===== config.mk =====
export PLATFORM = sky130hd
export DESIGN_NAME = fifo_reader
export DESIGN_NICKNAME = d
export VERILOG_FILES = /design/src/rtl/fifo_reader.sv
export SDC_FILE = /design/constraint.sdc
export NUM_CORES = 1
export LEC_CHECK = 0
export CAP_MARGIN = 20
export CORE_UTILIZATION = 48
export CTS_CLUSTER_SIZE = 14
export DETAILED_ROUTE_END_ITERATION = 16
export PLACE_DENSITY = 0.78
export RECOVER_POWER = 25
export SYNTH_ARGS = -nofsm -noshare
export SYNTH_HDL_FRONTEND = slang
export SYNTH_SLANG_ARGS = --single-unit

===== constraint.sdc =====
create_clock -name clk_i -period 2.9 [get_ports clk_i]
set_clock_uncertainty 0.2 [all_clocks]
set_input_delay 0.58 -clock clk_i [delete_from_list [all_inputs] [get_ports clk_i]]
set_output_delay 0.58 -clock clk_i [all_outputs]
set_load 0.005 [all_outputs]

===== src/rtl/fifo_reader.sv =====
// Read-side drain stage: pops a FWFT FIFO into a 2-entry skid buffer feeding a valid/ready stream.
// Optional zero-latency bypass from an empty buffer when FIFO_READER_BYPASS_EN is defined.
module fifo_reader #(
    parameter int C_WIDTH = 32
) (
    input  logic               clk_i,
    input  logic               reset_i,
    input  logic               clk_en_i,
    input  logic               flush_i,
    input  logic               fifo_empty_i,
    input  logic [C_WIDTH-1:0] fifo_dout_i,
    output logic               fifo_rd_o,
    output logic               vld_o,
    output logic [C_WIDTH-1:0] data_o,
    input  logic               rdy_i
);

    typedef enum logic [1:0] {
        S_EMPTY = 2'd0,
        S_ONE   = 2'd1,
        S_TWO   = 2'd2
    } state_t;

    state_t             r_state;
    state_t             w_state_nxt;
    logic [C_WIDTH-1:0] r_buf0;
    logic [C_WIDTH-1:0] r_buf1;
    logic               w_push;
    logic               w_pop;
    logic               w_ld0_in;
    logic               w_ld0_shift;
    logic               w_ld1;

    // The pop strobe looks only at registered occupancy, never at rdy_i.
    assign w_push    = clk_en_i & ~flush_i & ~fifo_empty_i & (r_state != S_TWO) & ~reset_i;
    assign fifo_rd_o = w_push;

`ifdef FIFO_READER_BYPASS_EN
    assign vld_o  = (r_state == S_EMPTY) ? (~fifo_empty_i & ~flush_i & clk_en_i & ~reset_i) : 1'b1;
    assign data_o = ((r_state == S_EMPTY) && !reset_i) ? fifo_dout_i : r_buf0;
`else
    assign vld_o  = (r_state != S_EMPTY);
    assign data_o = r_buf0;
`endif

    assign w_pop = clk_en_i & vld_o & rdy_i & ~flush_i;

    always_comb begin
        w_state_nxt = r_state;
        w_ld0_in    = 1'b0;
        w_ld0_shift = 1'b0;
        w_ld1       = 1'b0;
        if (clk_en_i && flush_i) begin
            w_state_nxt = S_EMPTY;
        end else if (clk_en_i) begin
            case (r_state)
                S_EMPTY: begin
                    // push & pop here is only possible via the bypass path
                    if (w_push && !w_pop) begin
                        w_ld0_in    = 1'b1;
                        w_state_nxt = S_ONE;
                    end
                end
                S_ONE: begin
                    if (w_push && w_pop) begin
                        w_ld0_in = 1'b1;
                    end else if (w_push) begin
                        w_ld1       = 1'b1;
                        w_state_nxt = S_TWO;
                    end else if (w_pop) begin
                        w_state_nxt = S_EMPTY;
                    end
                end
                S_TWO: begin
                    if (w_pop) begin
                        w_ld0_shift = 1'b1;
                        w_state_nxt = S_ONE;
                    end
                end
                default: w_state_nxt = S_EMPTY;
            endcase
        end
    end

    always_ff @(posedge clk_i or posedge reset_i) begin
        if (reset_i) begin
            r_state <= S_EMPTY;
        end else begin
            r_state <= w_state_nxt;
        end
    end

    always_ff @(posedge clk_i or posedge reset_i) begin
        if (reset_i) begin
            r_buf0 <= '0;
            r_buf1 <= '0;
        end else begin
            if (w_ld0_in) begin
                r_buf0 <= fifo_dout_i;
            end else if (w_ld0_shift) begin
                r_buf0 <= r_buf1;
            end
            if (w_ld1) begin
                r_buf1 <= fifo_dout_i;
            end
        end
    end

endmodule


==> metrics.yaml <==
postCtsSetupBuffers: 0
reg2reg_from: "r_state[1]"
die_area_sq_um: 6558
worst_pin_slew_ns: 1.130
power_leakage_nw: 1.748
fill_cells: 462
synthesis.nets: 266
slew_violations: 0
ys_types: 28
clkSlewWorstSetupHoldPaths_ns: 0.07
cp_num_cells: 4
grt_pass1_vias: 2043
crit_required_ns: 2.12
min_period_ns: 2.792
clkLatencyLatePin_ns: 0.33
diodes: 0
ioPinCount: 72
cts_made_buffers: 9
grtUsageTotal: 0.2009
r2r_cells: 5
clkSinkCount: 66
cts_max_path_buffers: 2
cts_tree: "built"
hold_viol: 0
initial_utilization: 0.5027
final_cell_area_sq_um: 4036
grt_setup_unrepaired: "no"
first_pass_iters: 5
die_y_um: 80.98
hold_end: "r_buf1[30]"
most-common-layout-cells: "71 x clkdlybuf4s50_1, 66 x dfrtp_1, 33 x nand2_1"
critPathKind: "input pin to output port"
syn_inst: 228
cts_resized: 0
drive_above_1_share: 0.1981
hold_buffers: 0
tns_ns: 0
synth_area_per_cell_sq_um: 13.13
dpl_cell_area_sq_um: 3819
max_stage_delay_ns: 0.55
grt_overflow: 0
path_max_fanout: 4
h-tree-depth: 3
antenna_found_initial: 0
port_buffers: 71
startpoint_type: "input pin"
cts-root-buf: "clkbuf_8"
dp_hpwl_mm: 3.976
vias_per_cell: 5.111
synth_area_sq_um: 2994
placed_cells: 372
die_x_um: 80.98
ir_drop_uv: 334.1
worst-path-buf-inv: 2
hp-class: "flip-flop to flip-flop"
worstHoldStart: "r_buf1[30]"
routed_wirelength_mm: 6.098
cp.arrival_ns: 2.01
path_cells: "clkdlybuf4s50_1, nand2b_2, a211oi_1, clkdlybuf4s50_1"
wl_per_cell_um: 15.72
outcome: "finished clean"
finalNonFillerCells: 388
drt.antenna.violating_nets: 0
critPathTopFamily: "buffers and inverters"
crit_path_top_delay_cell: "clkdlybuf4s50_1"
rrSetupSlack_ns: 1.04
fin_crit_sh: 0.9626
setup_viol: 0
dr_total_vias: 1983
whs_path_depth: 1
row_count: 28
drt_iter0_markers: 75
critPathCaptureType: "output port"
final_common_cell: "clkdlybuf4s50_1"
fmax_ghz: 0.3582
cellPowerDensity_nw_per_um2: 683.1
core_sq_um: 5956
gp_congestion: 0.8155
ys_warn_count: 0
r2r_end: "data_o[31]"
path_common_cell: "clkdlybuf4s50_1"
route.detailed.drc: 0
nets: 346
area_delta_synth_final_pct: 34.81
drv_cap: 0
relSlewSlack: 0.2458
grt_max_degree: 45
synth-seq-cells: 66
yosysSeqAreaShare: 0.5516
critPathLaunch: "flush_i"
grt_pass1_wl_mm: 9.694
==> cells in the mapped netlist <==
library cell  count  area [sq um]
a211oi_1          1         7.510
a21boi_0          1         7.510
a22o_1            1         8.760
a31oi_1           1         6.260
buf_2             5         25.02
buf_6             6         67.56
clkbuf_1          2         7.510
dfrtp_1          66          1652
inv_1             3         11.26
mux2_2            2         22.52
mux2_4           30         450.4
mux2i_1          32         320.3
nand2_1          33         123.9
nand2b_1          1         6.260
nand2b_2          1         8.760
nand3_2           1         10.01
nand3b_1          1         7.510
nor2_4            1         11.26
nor2b_1           1         6.260
nor3_4            1         16.27
nor4_4            1         21.27
o21ai_0          22         110.1
o21ai_1          10         50.05
o22ai_1           1         6.260
o31ai_1           1         7.510
or2_0             1         6.260
or4_1             1         7.510
xor2_1            1         8.760
==> logic make-up (layout without fill, tap and decap cells) <==
group           Yosys count  after routing  share of synthesized area
xor+xnor                  1              1                   0.002926
buf+inv                  16            101                    0.03719
compound gates           38             38                    0.06812
mux                      64             64                     0.2649
simple gates             43             43                    0.07523
flops                    66             66                     0.5516
==> cell type report <==
type / instances / area [sq um] / share of cell area
sequential: 66 / 1652 / 0.4092
multi-input combinational: 146 / 1231 / 0.3050
timing repair buffer: 82 / 810.8 / 0.2009
clock buffer: 12 / 165.2 / 0.04092
tap: 75 / 93.84 / 0.02325
clock inverter: 4 / 72.57 / 0.01798
inverter: 3 / 11.26 / 0.002790
==> routing by layer <==
layer / global-route usage / part of all wire / vias up / routed length (um)
li1: - / - / 953 / -
met1: 0.2438 / 0.45 / 970 / 2726
met2: 0.3353 / 0.49 / 52 / 2984
met3: 0.06966 / 0.051 / 8 / 314
met4: 0.06250 / 0.012 / 0 / 72
met5: 0 / 0 / - / 0
==> through the flow <==
step	setup slack (ns)	power (mW)	hold WS [ns]	util
2_1_floorplan	0.4652	1.529	0.2791	-
3_3_place_gp	0.1485	1.854	0.2872	0.6412
3_5_place_dp	0.1151	1.884	0.2949	0.6412
4_1_cts	0.1151	2.792	0.3115	0.6811
5_1_grt	0.03249	2.894	0.3204	0.6777
6_report	0.1083	2.757	0.3084	0.6777
==> report_power, final <==
part           total (mW)  switching (mW)  internal, mW
Clock               0.889           0.336         0.553
Combinational       0.610           0.189         0.422
Sequential           1.26           0.127          1.13
Total                2.76           0.652          2.11
==> how the worst max path moves through the flow <==
stage,to
floorplan,data_o[0]
finish,fifo_rd_o
global route,fifo_rd_o
CTS,fifo_rd_o
global placement,fifo_rd_o
detailed placement,fifo_rd_o
==> state kept, by name, summed over array words and instances (netlist names) <==
signal / flops
data_o: 32
r_buf1: 32
r_state: 2
Note: power is estimated with default switching activity, not from simulation.
